$ cat src/rtl/accel_csr_pkg.sv
// -----------------------------------------------------------------------------
// accel_csr_pkg
// Shared definitions for the accelerator control/status register block:
// register word indices (address bits [4:2]), AXI-Lite response codes, the
// cfg_k reset value and the write/read channel FSM state types.
// -----------------------------------------------------------------------------
package accel_csr_pkg;

  // Register word indices. Byte offset = index * 4.
  localparam logic [2:0] REG_CTRL    = 3'd0;  // 0x00 WO
  localparam logic [2:0] REG_STATUS  = 3'd1;  // 0x04 RO
  localparam logic [2:0] REG_CFG_K   = 3'd2;  // 0x08 RW
  localparam logic [2:0] REG_JOB_CNT = 3'd3;  // 0x0C RO
  localparam logic [2:0] REG_IER     = 3'd4;  // 0x10 RW (irq build only)
  localparam logic [2:0] REG_ISR     = 3'd5;  // 0x14 W1C (irq build only)

  localparam logic [1:0] RESP_OKAY   = 2'b00;
  localparam logic [1:0] RESP_SLVERR = 2'b10;

  localparam logic [15:0] CFG_K_RESET = 16'd4;

  typedef enum logic { W_IDLE, W_RESP } wr_state_e;
  typedef enum logic { R_IDLE, R_DATA } rd_state_e;

endpackage

$ cat src/rtl/accel_ctrl_regs.sv
// -----------------------------------------------------------------------------
// accel_ctrl_regs
// AXI-Lite control/status registers driving the compute_wrapper control plane.
// Generates start / sw_clear_done pulses, holds cfg_k, tracks BUSY and counts
// completed jobs (rising edges of the core's sticky done).
//
// Optional feature: define ACCEL_CTRL_IRQ_EN to add the irq output together
// with the IER (0x10) and ISR (0x14, W1C) registers.
//
// Ports
//   clk, rst_n            clock, asynchronous active-low reset
//   s_axil_aw*/w*/b*      AXI-Lite write address / data / response channels
//   s_axil_ar*/r*         AXI-Lite read address / data channels
//   start                 one-cycle job start pulse to the core
//   sw_clear_done         one-cycle pulse clearing the core's sticky done
//   cfg_k                 K dimension to the core
//   done                  sticky done from the core
//   irq                   (ACCEL_CTRL_IRQ_EN only) ISR[0] & IER[0], registered
// -----------------------------------------------------------------------------
module accel_ctrl_regs
  import accel_csr_pkg::*;
#(
  parameter int ADDR_W = 5,
  parameter int K_MAX  = 64
) (
  input  logic              clk,
  input  logic              rst_n,

  input  logic [ADDR_W-1:0] s_axil_awaddr,
  input  logic              s_axil_awvalid,
  output logic              s_axil_awready,
  input  logic [31:0]       s_axil_wdata,
  input  logic [3:0]        s_axil_wstrb,
  input  logic              s_axil_wvalid,
  output logic              s_axil_wready,
  output logic [1:0]        s_axil_bresp,
  output logic              s_axil_bvalid,
  input  logic              s_axil_bready,

  input  logic [ADDR_W-1:0] s_axil_araddr,
  input  logic              s_axil_arvalid,
  output logic              s_axil_arready,
  output logic [31:0]       s_axil_rdata,
  output logic [1:0]        s_axil_rresp,
  output logic              s_axil_rvalid,
  input  logic              s_axil_rready,

  output logic              start,
  output logic              sw_clear_done,
  output logic [15:0]       cfg_k,
  input  logic              done
`ifdef ACCEL_CTRL_IRQ_EN
  ,
  output logic              irq
`endif
);

  localparam logic [15:0] K_MAX_W = 16'(K_MAX);

  wr_state_e   wr_state;
  rd_state_e   rd_state;
  logic        busy;
  logic        done_q;
  logic [31:0] job_cnt;
  logic        done_rise;

  logic [2:0]  wr_idx;
  logic [2:0]  rd_idx;
  logic [15:0] wr_k;
  logic        wr_hs;
  logic        rd_hs;

  // Decoded effect of the write currently presented on AW/W.
  logic [1:0]  wr_resp;
  logic        wr_start;
  logic        wr_clr;
  logic        wr_k_ok;

  logic [31:0] rd_data_c;
  logic [1:0]  rd_resp_c;

`ifdef ACCEL_CTRL_IRQ_EN
  logic        ier;
  logic        isr;
  logic        wr_ier;
  logic        wr_isr_clr;
`endif

  // wstrb is ignored (full-word writes), only address bits [4:2] decode and
  // cfg_k uses the low half of wdata.
  logic        unused_bits;
  assign unused_bits = ^{s_axil_wstrb, s_axil_awaddr, s_axil_araddr,
                         s_axil_wdata[31:16]};

  assign done_rise = done & ~done_q;
  assign wr_idx    = s_axil_awaddr[4:2];
  assign rd_idx    = s_axil_araddr[4:2];
  assign wr_k      = s_axil_wdata[15:0];

  // AW and W are taken together in one cycle, only from W_IDLE, so a write
  // costs at least two cycles (accept, respond).
  assign wr_hs          = (wr_state == W_IDLE) && s_axil_awvalid && s_axil_wvalid;
  assign s_axil_awready = wr_hs;
  assign s_axil_wready  = wr_hs;
  assign rd_hs          = (rd_state == R_IDLE) && s_axil_arvalid;
  assign s_axil_arready = rd_hs;

  // ---------------------------------------------------------------------------
  // Write decode
  // ---------------------------------------------------------------------------
  // NOTE: every output of a combinational block gets a default before the
  // case statement, so no path leaves a value unassigned and no latch appears.
  always_comb begin
    wr_resp  = RESP_OKAY;
    wr_start = 1'b0;
    wr_clr   = 1'b0;
    wr_k_ok  = 1'b0;
`ifdef ACCEL_CTRL_IRQ_EN
    wr_ier     = 1'b0;
    wr_isr_clr = 1'b0;
`endif
    case (wr_idx)
      REG_CTRL: begin
        // START is silently dropped while a job is running.
        wr_start = s_axil_wdata[0] & ~busy;
        wr_clr   = s_axil_wdata[1];
      end
      REG_STATUS, REG_JOB_CNT: begin
        // Read-only: write ignored, still OKAY.
      end
      REG_CFG_K: begin
        if (busy || (wr_k == 16'd0) || (wr_k > K_MAX_W)) wr_resp = RESP_SLVERR;
        else                                              wr_k_ok = 1'b1;
      end
`ifdef ACCEL_CTRL_IRQ_EN
      REG_IER: wr_ier     = 1'b1;
      REG_ISR: wr_isr_clr = s_axil_wdata[0];
`endif
      default: wr_resp = RESP_SLVERR;
    endcase
  end

  // ---------------------------------------------------------------------------
  // Write channel FSM
  // ---------------------------------------------------------------------------
  // NOTE: all sequential state uses non-blocking assignments so every register
  // samples pre-edge values regardless of statement order.
  always_ff @(posedge clk or negedge rst_n) begin
    if (!rst_n) begin
      wr_state      <= W_IDLE;
      s_axil_bvalid <= 1'b0;
      s_axil_bresp  <= RESP_OKAY;
    end else begin
      case (wr_state)
        W_IDLE: begin
          if (wr_hs) begin
            s_axil_bvalid <= 1'b1;
            s_axil_bresp  <= wr_resp;
            wr_state      <= W_RESP;
          end
        end
        W_RESP: begin
          if (s_axil_bready) begin
            s_axil_bvalid <= 1'b0;
            wr_state      <= W_IDLE;
          end
        end
        default: wr_state <= W_IDLE;
      endcase
    end
  end

  // ---------------------------------------------------------------------------
  // Control / status registers
  // ---------------------------------------------------------------------------
  always_ff @(posedge clk or negedge rst_n) begin
    if (!rst_n) begin
      start         <= 1'b0;
      sw_clear_done <= 1'b0;
      cfg_k         <= CFG_K_RESET;
      busy          <= 1'b0;
      done_q        <= 1'b0;
      job_cnt       <= 32'd0;
    end else begin
      start         <= wr_hs & wr_start;
      sw_clear_done <= wr_hs & wr_clr;
      done_q        <= done;

      // Counts every rising edge, including a stray one while idle; wraps.
      if (done_rise) job_cnt <= job_cnt + 32'd1;

      // An accepted START implies BUSY=0, when done cannot legitimately rise,
      // so giving START priority only matters for a glitching core.
      if (wr_hs && wr_start) busy <= 1'b1;
      else if (done_rise)    busy <= 1'b0;

      if (wr_hs && wr_k_ok) cfg_k <= wr_k;
    end
  end

`ifdef ACCEL_CTRL_IRQ_EN
  always_ff @(posedge clk or negedge rst_n) begin
    if (!rst_n) begin
      ier <= 1'b0;
      isr <= 1'b0;
      irq <= 1'b0;
    end else begin
      if (wr_hs && wr_ier) ier <= s_axil_wdata[0];
      // A new completion beats a simultaneous software clear.
      if (done_rise)                isr <= 1'b1;
      else if (wr_hs && wr_isr_clr) isr <= 1'b0;
      irq <= isr & ier;
    end
  end
`endif

  // ---------------------------------------------------------------------------
  // Read decode and read channel FSM
  // ---------------------------------------------------------------------------
  always_comb begin
    rd_data_c = 32'd0;
    rd_resp_c = RESP_OKAY;
    case (rd_idx)
      REG_CTRL:    rd_data_c = 32'd0;
      REG_STATUS:  rd_data_c = {30'd0, busy, done};
      REG_CFG_K:   rd_data_c = {16'd0, cfg_k};
      REG_JOB_CNT: rd_data_c = job_cnt;
`ifdef ACCEL_CTRL_IRQ_EN
      REG_IER:     rd_data_c = {31'd0, ier};
      REG_ISR:     rd_data_c = {31'd0, isr};
`endif
      default:     rd_resp_c = RESP_SLVERR;
    endcase
  end

  // Data is captured from pre-edge register values, so a read racing a write
  // to the same register returns the old contents.
  always_ff @(posedge clk or negedge rst_n) begin
    if (!rst_n) begin
      rd_state      <= R_IDLE;
      s_axil_rvalid <= 1'b0;
      s_axil_rdata  <= 32'd0;
      s_axil_rresp  <= RESP_OKAY;
    end else begin
      case (rd_state)
        R_IDLE: begin
          if (rd_hs) begin
            s_axil_rvalid <= 1'b1;
            s_axil_rdata  <= rd_data_c;
            s_axil_rresp  <= rd_resp_c;
            rd_state      <= R_DATA;
          end
        end
        R_DATA: begin
          if (s_axil_rready) begin
            s_axil_rvalid <= 1'b0;
            rd_state      <= R_IDLE;
          end
        end
        default: rd_state <= R_IDLE;
      endcase
    end
  end

endmodule

$ cat config.mk
export PLATFORM = sky130hd
export DESIGN_NAME = accel_ctrl_regs
export DESIGN_NICKNAME = d
export VERILOG_FILES = /design/src/rtl/accel_csr_pkg.sv /design/src/rtl/accel_ctrl_regs.sv
export SDC_FILE = /design/constraint.sdc
export NUM_CORES = 1
export LEC_CHECK = 0
export ABC_AREA = 1
export CORE_AREA = 4 4 105 87
export DETAILED_ROUTE_END_ITERATION = 12
export DIE_AREA = 0 0 109 91
export HOLD_SLACK_MARGIN = 0.02
export PLACE_DENSITY = 0.82
export RECOVER_POWER = 25
export SLEW_MARGIN = 20
export SYNTH_ARGS = -nofsm -noshare
export SYNTH_HDL_FRONTEND = slang
export SYNTH_SLANG_ARGS = --single-unit
$ cat constraint.sdc
create_clock -name clk -period 3 [get_ports clk]
set_input_delay 0.6 -clock clk [delete_from_list [all_inputs] [get_ports clk]]
set_output_delay 0.6 -clock clk [all_outputs]
set_load 0.05 [all_outputs]
# Yosys cells after proc, flatten, opt, wreduce, memory -nomap -nowiden
# Index checks and enable logic that the tools add are counted.
dict set report totals {
  reg_bits 92
  latch_bits 0
  mem_bits_rw 0
  mem_bits_ro 0
  input_bits 54
  out_inout_bits 59
  elab_cells 72
  memories 0
}
dict set report op_classes {
  addsub 1
  n_mul 0
  n_div 0
  magnitude_cmp 1
  eq_ne 10
  shift 0
  mux 22
  n_bitwise 8
  reduce_logical 17
}
# cell n
set op_table {}
lappend op_table {{$pmux W32 S3} 1}
lappend op_table {{$add A32 B1 Y32 const B} 1}
lappend op_table {{$gt A16 B7 Y1 const B} 1}
lappend op_table {{$logic_not A16 Y1} 1}
lappend op_table {{$mux W1} 14}
lappend op_table {{$eq A3 B2 Y1 const B} 4}
lappend op_table {{$ne A2 B2 Y1 const B} 4}
lappend op_table {{$pmux W1 S2} 4}
lappend op_table {{$reduce_and A2 Y1} 4}
lappend op_table {{$eq A3 B1 Y1 const B} 2}
lappend op_table {{$logic_not A3 Y1} 2}
lappend op_table {{$logic_and A1 B1 Y1} 5}
lappend op_table {{$and A1 B1 Y1} 4}
lappend op_table {{$mux W2} 2}
lappend op_table {{$not A1 Y1} 4}
lappend op_table {{$pmux W2 S2} 1}
lappend op_table {{$reduce_or A4 Y1} 1}
lappend op_table {{$reduce_or A3 Y1} 1}
lappend op_table {{$logic_or A1 B1 Y1} 2}
lappend op_table {{$reduce_bool A2 Y1} 1}

# Logic depth before layout (Yosys ltp)
# Gate-level depths: netlist of the first run.
dict set report depth {
  depth_word 6
  mapped_depth 9
  mapped_depth_nobuf 8
}

# Least setup slack after synthesis of the first run
# Ideal clock, no wire load.
dict set report synth_path {
  kind {input to output}
  startpoint {in s_axil_wvalid}
  endpoint {out s_axil_wready}
  arrival_time_ns 1.430
  required_ns 2.400
  setup_slack_ns 0.970
  stages 3
  n_path_buf 1
  path_cell_list {nand3_1 > inv_1 > buf_4}
}
dict set report synth_between {
  elab_chain_cells 1
}
# element line
set synth_rtl {}
lappend synth_rtl {{from (decl)} accel_ctrl_regs.sv:34} ;# input logic s_axil_wvalid,
lappend synth_rtl {{$logic_and A1 B1 Y1} accel_ctrl_regs.sv:102} ;# assign wr_hs = (wr_state == W_IDLE) && s_axil_awvalid && s_axil_wvalid;
lappend synth_rtl {{to (decl)} accel_ctrl_regs.sv:35} ;# output logic s_axil_wready,
# No other way between the ends.

# Worst setup path after layout of the first run
dict set report layout_path {
  startpoint {reg cfg_k[2]}
  endpoint {out cfg_k[2]}
}
# element line
set layout_rtl {}
lappend layout_rtl {{from (decl)} accel_ctrl_regs.sv:50} ;# output logic [15:0] cfg_k,
lappend layout_rtl {{from (signal assigned)} accel_ctrl_regs.sv:197} ;# if (wr_hs && wr_k_ok) cfg_k <= wr_k;
# No word-level cell between the ends.

==> results by group, run 1 <==
Run status
  • Status: finished clean

Power
  • NetSw: 895.1 µW
  • Switching part of the total power: 0.3176
  • P_leak: 0.002600 µW
  • Int Power: 1923 µW
  • Flop pwr share: 0.499
  • Comb pwr share: 0.210
  • Maximum VDD drop: 303.7 µV
  • Clock share of power: 0.292
  • Power per cell area: 532.3 nW/µm²

Timing
  • Setup TNS: 0 ns
  • Minimum clock period: 2.311 ns
  • Final hold viol count: 0
  • Fin crit share: 0.7704
  • Worst-margin pin slew: 1.148 ns
  • Fmax: 432.7 MHz
  • Unrepaired setup endpoints after global routing: false
  • Slew headroom: 0.2349
  • Final setup fails: 0
  • Slew Limit Fails: 0
  • Clock skew: 0.006714 ns

Final layout
  • Nets: 635
  • Commonest non-fill, non-tap cell in the layout: nand2_1
  • Area growth from synthesis to layout: 28.16%
  • Commonest cells after routing, fill and taps aside: 158 x nand2_1, 89 x dfrtp_1, 81 x clkdlybuf4s50_1
  • Proportion of layout cells with a drive suffix above 1: 0.05983
  • Final Non-Filler Cells: 693
  • Antenna diodes: 0

Die
  • Starting density of the core: 0.5199
  • CORE AREA: 7946 µm²
  • IO Count: 113
  • Die area: 9919 µm²
  • Cell row count: 29
  • Horiz. Die Dim: 109 µm
  • Die Ht: 91 µm

Global routing
  • Pin count of the biggest net entering global routing: 49
  • First-pass GRT wire length: 16550 µm
  • Number of global-route vias before repair: 3538
  • Grt total ovfl: 0
  • Total global-route track usage: 0.2089
  • Initial antenna violation count: 0

Worst setup path
  • WS Path Type: flip-flop to primary output
  • Worst path required time: 2.40 ns
  • Worst-case reg-to-reg path depth: 7
  • Kind of end point of the critical path: primary output
  • CP max-delay cell: clkdlybuf4s50_1
  • Crit path DAT: 1.71 ns
  • Crit path depth: 1
  • Cell family with most CP delay: buffers and inverters
  • Crit-path max FO: 3
  • Critical path's largest stage delay: 0.81 ns
  • WP buf/inv: 1
  • CP Launch Type: flip-flop
  • Crit-path cells: clkdlybuf4s50_1

Routing
  • WL/cell: 13.76 µm
  • 1st-pass router iterations: 4
  • Vias post-DR: 3512
  • Antenna Nets Post-Route: 0
  • Initial DRC Count: 210
  • Via-to-Cell Ratio: 5.068
  • Drc violations: 0
  • Post-Route WL: 9533 µm

Placed design
  • IO buf count: 86
  • Placed cells: 677
  • Placer Congestion: 0.8784
  • Post-DP HPWL: 7034 µm

Logic synthesis
  • Post-synthesis sequential area ratio: 0.5454
  • Seq cells post-synth: 90
  • Yosys cell types: 30
  • Mapped Area: 4131 µm²
  • Mapped Cells: 491
  • Ys Warns: 0
  • Mapped Avg Cell Area: 8.414 µm²

Clock tree
  • Clock Pin Slew Worst Setup and Hold Paths: 0.08 ns
  • CTS Buf Count: 9
  • # resized after CTS: 0
  • Clock Sinks: 90
  • Clk root buf: clkbuf_8
  • Post-CTS setup repair buffer count: 0
  • Post-CTS Hold Buffers: 0
  • Max Root-Sink Buffers: 2
  • H-tree lvl count: 3
  • CTS tree: yes
  • Worst-Skew Late Latency: 0.36 ns

Run
  • MaxCap Viol Count: 0

Hold path
  • Worst min-delay path class: input port to async pin
## kinds of logic (layout without fill, tap and decap cells)
group / Yosys count / in the layout / share of synthesized area
compound gates: 41 / 41 / 0.05875
xor+xnor: 19 / 19 / 0.04028
fa+ha+maj: 1 / 1 / 0.003028
buf+inv: 71 / 164 / 0.06965
flops: 90 / 90 / 0.5454
other cells: 1 / 2 / 0.0009077
simple gates: 268 / 268 / 0.2820
## sequential cells by signal, indices dropped and copies added, names as in the netlist
signal         cells
s_axil_rresp       1
s_axil_bvalid      1
sw_clear_done      1
rd_state           1
s_axil_rdata      32
done_q             1
busy               1
s_axil_bresp       1
cfg_k             16
job_cnt           32
wr_state           1
start              1
s_axil_rvalid      1
## layer usage
metal / GRT usage / vias to the layer above / wire length, µm
met2: 0.3369 / 94 / 4564
met1: 0.2821 / 1664 / 4266
li1: - / 1741 / -
met4: 0.06309 / 0 / 134
met5: 0 / - / 0
met3: 0.04752 / 13 / 567
## synthesized netlist by cell type
master    instances  area share
a21o_1            1      0.0018
a21oi_1           4      0.0048
buf_1             1     0.00091
buf_2             2      0.0024
buf_4             3      0.0055
buf_6             1      0.0027
clkbuf_1          8      0.0073
clkinv_1          1     0.00091
conb_1            1     0.00091
dfrtp_1          89        0.54
dfstp_2           1      0.0064
ha_1              1      0.0030
inv_1            55       0.050
nand2_1         158        0.14
nand2_2           2      0.0030
nand3_1          44       0.053
nand3_4           1      0.0042
nand3b_1          1      0.0018
nand4_1          15       0.023
nor2_1           31       0.028
nor2_2            3      0.0045
nor2_4            3      0.0082
nor3_1            9       0.011
o21ai_0          24       0.029
o21bai_2          1      0.0027
o221ai_1          1      0.0021
o31ai_1          10       0.018
or2_1             1      0.0015
xnor2_1           2      0.0042
xor2_1           17       0.036
## power by group through the flow
| stage | combinational (µW) | clock [µW] | sequential, µW |
|---|---|---|---|
| floorplan | 251 | 0 | 1540 |
| global placement | 577 | 0 | 1420 |
| detailed placement | 594 | 0 | 1420 |
| CTS | 599 | 842 | 1400 |
| global route | 652 | 895 | 1420 |
| finish | 591 | 822 | 1410 |
## layout make-up
type,instances,area (µm²)
multi-input combinational,331,1594
timing repair buffer,92,905.9
sequential,90,2253
tap,108,135.1
clock inverter,4,51.30
clock buffer,12,145.1
inverter,56,210.2
fill,658,2651
## stage by stage
| step | power (µW) | setup slack [ns] | hold WS, ns | area (µm²) | util |
|---|---|---|---|---|---|
| 2_1_floorplan | 1787 | 0.9702 | 0.3044 | 4135 | - |
| 5_1_grt | 2968 | 0.6600 | 0.2505 | 5295 | 0.6664 |
| 6_report | 2818 | 0.6888 | 0.2059 | 5295 | 0.6664 |
| 3_3_place_gp | 1996 | 0.7716 | 0.4280 | 5114 | 0.6435 |
| 3_5_place_dp | 2018 | 0.7139 | 0.4391 | 5114 | 0.6435 |
| 4_1_cts | 2844 | 0.6726 | 0.2301 | 5310 | 0.6682 |
## path summary, 6_finish.rpt
kind | startpoint | to | slack [ns]
worst max-delay path | cfg_k[2] | cfg_k[2] | 0.69
worst min-delay path | rst_n | s_axil_bvalid | 0.21
worst max register to register | job_cnt[1] | job_cnt[22] | 1.25
worst min register to register | wr_state | s_axil_bvalid | 0.45
max in group asynchronous | rst_n | job_cnt[25] | 1.29
min in group clk | wr_state | s_axil_bvalid | 0.45
Power figures use the tool's default switching activity.
==> run 2, diff against run 1 <==
--- a/config.mk
+++ b/config.mk
@@ -6,11 +6,11 @@
 export NUM_CORES = 1
 export LEC_CHECK = 0
 export ABC_AREA = 1
-export CORE_AREA = 4 4 105 87
+export CORE_AREA = 4 4 114 94
 export DETAILED_ROUTE_END_ITERATION = 12
-export DIE_AREA = 0 0 109 91
+export DIE_AREA = 0 0 118 98
 export HOLD_SLACK_MARGIN = 0.02
-export PLACE_DENSITY = 0.82
+export PLACE_DENSITY = 0.74
 export RECOVER_POWER = 25
 export SLEW_MARGIN = 20
 export SYNTH_ARGS = -nofsm -noshare
==> constraint.sdc (replaced) <==
create_clock -name clk -period 2 [get_ports clk]
set_input_delay 0.4 -clock clk [delete_from_list [all_inputs] [get_ports clk]]
set_output_delay 0.4 -clock clk [all_outputs]
set_load 0.05 [all_outputs]
==> results by group, run 2 (same netlist as run 1, synthesis figures left out) <==
Run
  • MaxCap Viol Count: 0 (unchanged)

Final layout
  • Commonest cells after routing, fill and taps aside: 158 x nand2_1, 89 x dfrtp_1, 69 x clkdlybuf4s50_1 (was 158 x nand2_1, 89 x dfrtp_1, 81 x clkdlybuf4s50_1)
  • Antenna diodes: 0 (unchanged)
  • Nets: 644 (was 635)
  • Final Non-Filler Cells: 711 (was 693)
  • Area growth from synthesis to layout: 31.71% (was 28.16%)
  • Biggest regs: job_cnt x32, s_axil_rdata x32, cfg_k x16 (unchanged)
  • Proportion of layout cells with a drive suffix above 1: 0.08784 (was 0.05983)
  • Commonest non-fill, non-tap cell in the layout: nand2_1 (unchanged)

Global routing
  • Total global-route track usage: 0.1746 (was 0.2089)
  • Initial antenna violation count: 0 (unchanged)
  • Grt total ovfl: 0 (unchanged)
  • Pin count of the biggest net entering global routing: 59 (was 49)
  • Number of global-route vias before repair: 3446 (was 3538)
  • First-pass GRT wire length: 16440 µm (was 16550 µm)

Timing
  • Clock skew: 0.007631 ns (was 0.006714 ns)
  • Minimum clock period: 1.946 ns
  • Fmax: 513.8 MHz
  • Slew Limit Fails: 0 (unchanged)
  • Slew headroom: 0.4829 (was 0.2349)
  • Final hold viol count: 0 (unchanged)
  • Fin crit share: 0.9731
  • Final setup fails: 0 (unchanged)
  • Worst-margin pin slew: 0.7757 ns (was 1.148 ns)
  • Unrepaired setup endpoints after global routing: false (unchanged)
  • Setup TNS: 0 ns (unchanged)

Clock tree
  • CTS Buf Count: 9 (unchanged)
  • Clk root buf: clkbuf_16 (was clkbuf_8)
  • Clock Sinks: 90 (unchanged)
  • CTS tree: yes (unchanged)
  • H-tree lvl count: 3 (unchanged)
  • Max Root-Sink Buffers: 2 (unchanged)
  • Worst-Skew Late Latency: 0.33 ns (was 0.36 ns)
  • Clock Pin Slew Worst Setup and Hold Paths: 0.06 ns (was 0.08 ns)
  • Post-CTS setup repair buffer count: 0 (unchanged)

Power
  • P_leak: 0.002718 µW (was 0.002600 µW)
  • Power per cell area: 831.5 nW/µm² (was 532.3 nW/µm²)
  • Maximum VDD drop: 417.7 µV (was 303.7 µV)

Die
  • Horiz. Die Dim: 118 µm (was 109 µm)
  • CORE AREA: 9529 µm² (was 7946 µm²)
  • Die Ht: 98 µm (was 91 µm)
  • IO Count: 113 (unchanged)
  • Cell row count: 32 (was 29)
  • Starting density of the core: 0.4336 (was 0.5199)
  • Die area: 11560 µm² (was 9919 µm²)

Routing
  • Drc violations: 0 (unchanged)
  • Vias post-DR: 3527 (was 3512)
  • Antenna Nets Post-Route: 0 (unchanged)
  • WL/cell: 13.55 µm (was 13.76 µm)
  • Post-Route WL: 9637 µm (was 9533 µm)
  • Initial DRC Count: 195 (was 210)
  • Via-to-Cell Ratio: 4.961 (was 5.068)
  • 1st-pass router iterations: 4 (unchanged)

Worst setup path
  • WS Path Type: flip-flop to primary output (unchanged)
  • Critical path's largest stage delay: 0.83 ns (was 0.81 ns)
  • Kind of end point of the critical path: primary output (unchanged)
  • WP buf/inv: 1 (unchanged)
  • Worst path required time: 1.60 ns (was 2.40 ns)
  • Cell family with most CP delay: buffers and inverters (unchanged)
  • CP Launch Type: flip-flop (unchanged)
  • Crit-path max FO: 3 (unchanged)
  • Crit path DAT: 1.55 ns (was 1.71 ns)
  • CP max-delay cell: clkdlybuf4s50_1 (unchanged)
  • Crit-path cells: clkdlybuf4s50_1 (unchanged)

Placed design
  • Placed cells: 696 (was 677)
  • IO buf count: 86 (unchanged)
  • Post-DP HPWL: 7347 µm (was 7034 µm)
  • Placer Congestion: 0.8612 (was 0.8784)

Run status
  • Status: finished clean (unchanged)

Hold path
  • Worst min-delay path class: flip-flop to flip-flop (was input port to async pin)
==> run 2: cell count changes in the layout (fill, tap and decap cells not counted), sizes merged <==
cell / before / now
dlygate4sd3: 1 / 2
dlymetal6s2s: 0 / 1
bufinv: 1 / 0
clkdlybuf4s50: 81 / 69
buf: 9 / 27
==> run 2: cell type report <==
cell class,count,area [µm²]
flip-flops and latches,90,2253
multi-input cells,331,1594
fillers,880,4088
clock buffers,11,242.7
well taps,119,148.9
repair buffers,101,974.7
clock inverters,3,17.52
inverters,56,210.2
==> run 2: what timing repair did <==
item,in CTS,in global routing
hold buffers,1,0
resized for setup,0,1
endpoints found under the setup margin,0,1
hold endpoints to repair,5,0
==> run 2: worst paths after layout <==
kind | slack (ns) | endpoint | start | cells after the start
setup / recovery | 0.05 | cfg_k[0] | cfg_k[0] | 1
hold / removal | 0.45 | s_axil_rvalid | rd_state | 1
setup reg to reg | 0.40 | job_cnt[24] | job_cnt[1] | 7
hold reg to reg | 0.45 | s_axil_rvalid | rd_state | 1
max in group asynchronous | 0.36 | s_axil_bvalid | rst_n | 3
min in group asynchronous | 0.49 | s_axil_rdata[13] | rst_n | 2
==> run 2: power breakdown <==
| group | switching, µW | internal (µW) |
|---|---|---|
| clock | 655 | 857 |
| combinational | 592 | 308 |
| sequential | 133 | 1980 |
==> run 2: stage by stage <==
step                utilization  hold WS [ns]  total power [µW]  setup WS, ns  cell area [µm²]
detailed placement       0.5441        0.2276              3047      0.001721             5185
CTS                      0.5725        0.4105              4575       0.03075             5455
finish                   0.5710        0.4540              4525       0.05379             5441
global route             0.5710        0.4935              4752      0.007641             5441
floorplan                     -        0.1044              2680        0.3632             4135
global placement         0.5441        0.2227              3013       0.03192             5185
==> run 2: metal layers <==
| metal | part of all wire | global-route usage | vias up | routed length [µm] |
|---|---|---|---|---|
| li1 | - | - | 1757 | - |
| met1 | 0.47 | 0.2352 | 1680 | 4490 |
| met2 | 0.46 | 0.2783 | 83 | 4474 |
| met3 | 0.059 | 0.05559 | 7 | 572 |
| met4 | 0.010 | 0.04054 | 0 | 99 |
| met5 | 0 | 0 | - | 0 |
==> run 3, diff against run 2 <==
--- a/config.mk
+++ b/config.mk
@@ -6,13 +6,14 @@
 export NUM_CORES = 1
 export LEC_CHECK = 0
 export ABC_AREA = 1
-export CORE_AREA = 4 4 114 94
+export CORE_AREA = 4 4 137 112
 export DETAILED_ROUTE_END_ITERATION = 12
-export DIE_AREA = 0 0 118 98
+export DIE_AREA = 0 0 141 116
 export HOLD_SLACK_MARGIN = 0.02
-export PLACE_DENSITY = 0.74
+export PLACE_DENSITY = 0.54
 export RECOVER_POWER = 25
 export SLEW_MARGIN = 20
 export SYNTH_ARGS = -nofsm -noshare
 export SYNTH_HDL_FRONTEND = slang
 export SYNTH_SLANG_ARGS = --single-unit
+export TNS_END_PERCENT = 5
==> results by group, run 3 (same netlist as run 1, synthesis figures left out) <==
Clock tree
  • Clk root buf: clkbuf_16 (unchanged)
  • CTS tree: yes (unchanged)
  • Post-CTS setup repair buffer count: 0 (unchanged)
  • CTS Buf Count: 9 (unchanged)
  • Clock Sinks: 90 (unchanged)
  • Clock Pin Slew Worst Setup and Hold Paths: 0.06 ns (about the same)
  • Max Root-Sink Buffers: 2 (unchanged)
  • H-tree lvl count: 3 (unchanged)
  • Worst-Skew Late Latency: 0.34 ns (was 0.33 ns)

Worst setup path
  • Cell family with most CP delay: buffers and inverters (unchanged)
  • Crit path DAT: 1.54 ns (was 1.55 ns)
  • Crit-path max FO: 3 (unchanged)
  • Setup slack, reg-to-reg: 0.37 ns (was 0.40 ns)
  • Critical path's largest stage delay: 0.82 ns (was 0.83 ns)
  • Crit path depth: 1 (unchanged)
  • RR Endpoint: job_cnt[24] (unchanged)
  • Reg2reg start: job_cnt[1] (unchanged)
  • Worst-case reg-to-reg path depth: 7 (unchanged)
  • Kind of end point of the critical path: primary output (unchanged)
  • WP buf/inv: 1 (unchanged)
  • Worst path required time: 1.60 ns (about the same)
  • WS Path Type: flip-flop to primary output (unchanged)
  • CP Launch Type: flip-flop (unchanged)
  • Crit-path cells: clkdlybuf4s50_1 (unchanged)
  • CP max-delay cell: clkdlybuf4s50_1 (unchanged)

Global routing
  • First-pass GRT wire length: 17870 µm (was 16440 µm)
  • Layer with the highest usage: met2 (unchanged)
  • Initial antenna violation count: 0 (unchanged)
  • Met3 Use GR: 0.03177 (was 0.05559)
  • Met1 track demand over resource: 0.1950 (was 0.2352)
  • Met2 GRT Util: 0.2095 (was 0.2783)
  • Number of global-route vias before repair: 3551 (was 3446)
  • Pin count of the biggest net entering global routing: 91 (was 59)
  • Grt total ovfl: 0 (unchanged)
  • Total global-route track usage: 0.1369 (was 0.1746)

Hold path
  • Worst min-delay path class: input port to async pin (was flip-flop to flip-flop)

Routing
  • 1st-pass router iterations: 4 (unchanged)
  • Antenna Nets Post-Route: 0 (unchanged)
  • Post-Route WL: 10680 µm (was 9637 µm)
  • Drc violations: 0 (unchanged)
  • WL/cell: 13.68 µm (was 13.55 µm)
  • Via-to-Cell Ratio: 4.510 (was 4.961)
  • Vias post-DR: 3522 (was 3527)
  • Initial DRC Count: 166 (was 195)

Timing
  • Fmax: 514.9 MHz (was 513.8 MHz)
  • Fin crit share: 0.9710 (was 0.9731)
  • Slew Limit Fails: 0 (unchanged)
  • Clock skew: 0.008399 ns (was 0.007631 ns)
  • WHS: 0.4404 ns (was 0.4540 ns)
  • Final setup fails: 0 (unchanged)
  • Unrepaired setup endpoints after global routing: false (unchanged)
  • Worst-margin pin slew: 1.269 ns (was 0.7757 ns)
  • Slew headroom: 0.1538 (was 0.4829)
  • Setup TNS: 0 ns (unchanged)
  • Final hold viol count: 0 (unchanged)
  • Minimum clock period: 1.942 ns (was 1.946 ns)

Run
  • MaxCap Viol Count: 0 (unchanged)

Placed design
  • Post-DP HPWL: 7821 µm (was 7347 µm)
  • IO buf count: 86 (unchanged)
  • Placer Congestion: 0.8394 (was 0.8612)

Final layout
  • Commonest non-fill, non-tap cell in the layout: nand2_1 (unchanged)
  • Area growth from synthesis to layout: 34.77% (was 31.71%)
  • Number of fill cells: 1415 (was 880)
  • Antenna diodes: 0 (unchanged)
  • Nets: 647 (was 644)
  • Proportion of layout cells with a drive suffix above 1: 0.1340 (was 0.08784)
  • Biggest regs: job_cnt x32, s_axil_rdata x32, cfg_k x16 (unchanged)
  • Commonest cells after routing, fill and taps aside: 158 x nand2_1, 89 x dfrtp_1, 55 x inv_1 (was 158 x nand2_1, 89 x dfrtp_1, 69 x clkdlybuf4s50_1)

Die
  • Die area: 16360 µm² (was 11560 µm²)
  • Horiz. Die Dim: 141 µm (was 118 µm)
  • IO Count: 113 (unchanged)
  • CORE AREA: 14050 µm² (was 9529 µm²)
  • Die Ht: 116 µm (was 98 µm)
  • Cell row count: 39 (was 32)
  • Starting density of the core: 0.2940 (was 0.4336)

Power
  • P_leak: 0.002828 µW (was 0.002718 µW)
  • Maximum VDD drop: 447.9 µV (was 417.7 µV)
  • Power per cell area: 871.4 nW/µm² (was 831.5 nW/µm²)

Run status
  • Status: finished clean (unchanged)
[run 3: cell count changes in the layout (fill, tap and decap cells not counted), sizes merged]
cell           before  now
buf                27   53
bufinv              0    2
clkbuf             13   14
clkdlybuf4s50      69   47
clkinv              3    1
clkinvlp            1    2
dlygate4sd3         2    0
dlymetal6s2s        1    2
[run 3: stage by stage]
stage                     setup WS (ns)  power (µW)  area [µm²]  cells  utilization
after CTS                       0.02598        4933        5575    781       0.3967
after detailed placement        0.02328        3062        5254    765       0.3738
after global placement          0.04811        3045        5254    765       0.3738
after floorplan                  0.3632        2680        4135    492            -
after global routing            0.01039        5106        5568    781       0.3962
final                           0.05798        4852        5568    781       0.3962
[run 3: how the worst max path moves through the flow]
stage | startpoint | endpoint | slack, ns
CTS | cfg_k[0] | cfg_k[0] | 0.03
global route | cfg_k[1] | cfg_k[1] | 0.01
detailed placement | done | job_cnt[31] | 0.02
finish | cfg_k[1] | cfg_k[1] | 0.06
global placement | done | job_cnt[31] | 0.05
floorplan | wr_state | s_axil_wready | 0.36
[run 3: power by group]
group          switching (µW)  leakage (µW)  internal, µW
Combinational             595       0.00150           313
Clock                     701      0.000149          1130
Sequential                134       0.00118          1980
[run 3: cell type report]
class                   count  area, µm²  area share
clock buffers              12      246.5     0.04427
clock inverters             4      75.07     0.01348
inverters                  56      210.2     0.03775
multi-input cells         331       1594      0.2863
flip-flops and latches     90       2253      0.4047
well taps                 184      230.2     0.04135
repair buffers            104      958.4      0.1721
[run 3: timing repair]
action	4_1_cts	5_1_grt
gates resized for setup	0	2
hold buffers	0	0
setup endpoints to repair	0	2
[run 3: per-layer routing]
| metal | part of all wire | vias to the layer above | wire [µm] |
|---|---|---|---|
| met2 | 0.45 | 59 | 4833 |
| met1 | 0.51 | 1681 | 5396 |
| met3 | 0.032 | 8 | 337 |
| met5 | 0 | - | 0 |
| met4 | 0.011 | 0 | 115 |
| li1 | - | 1774 | - |
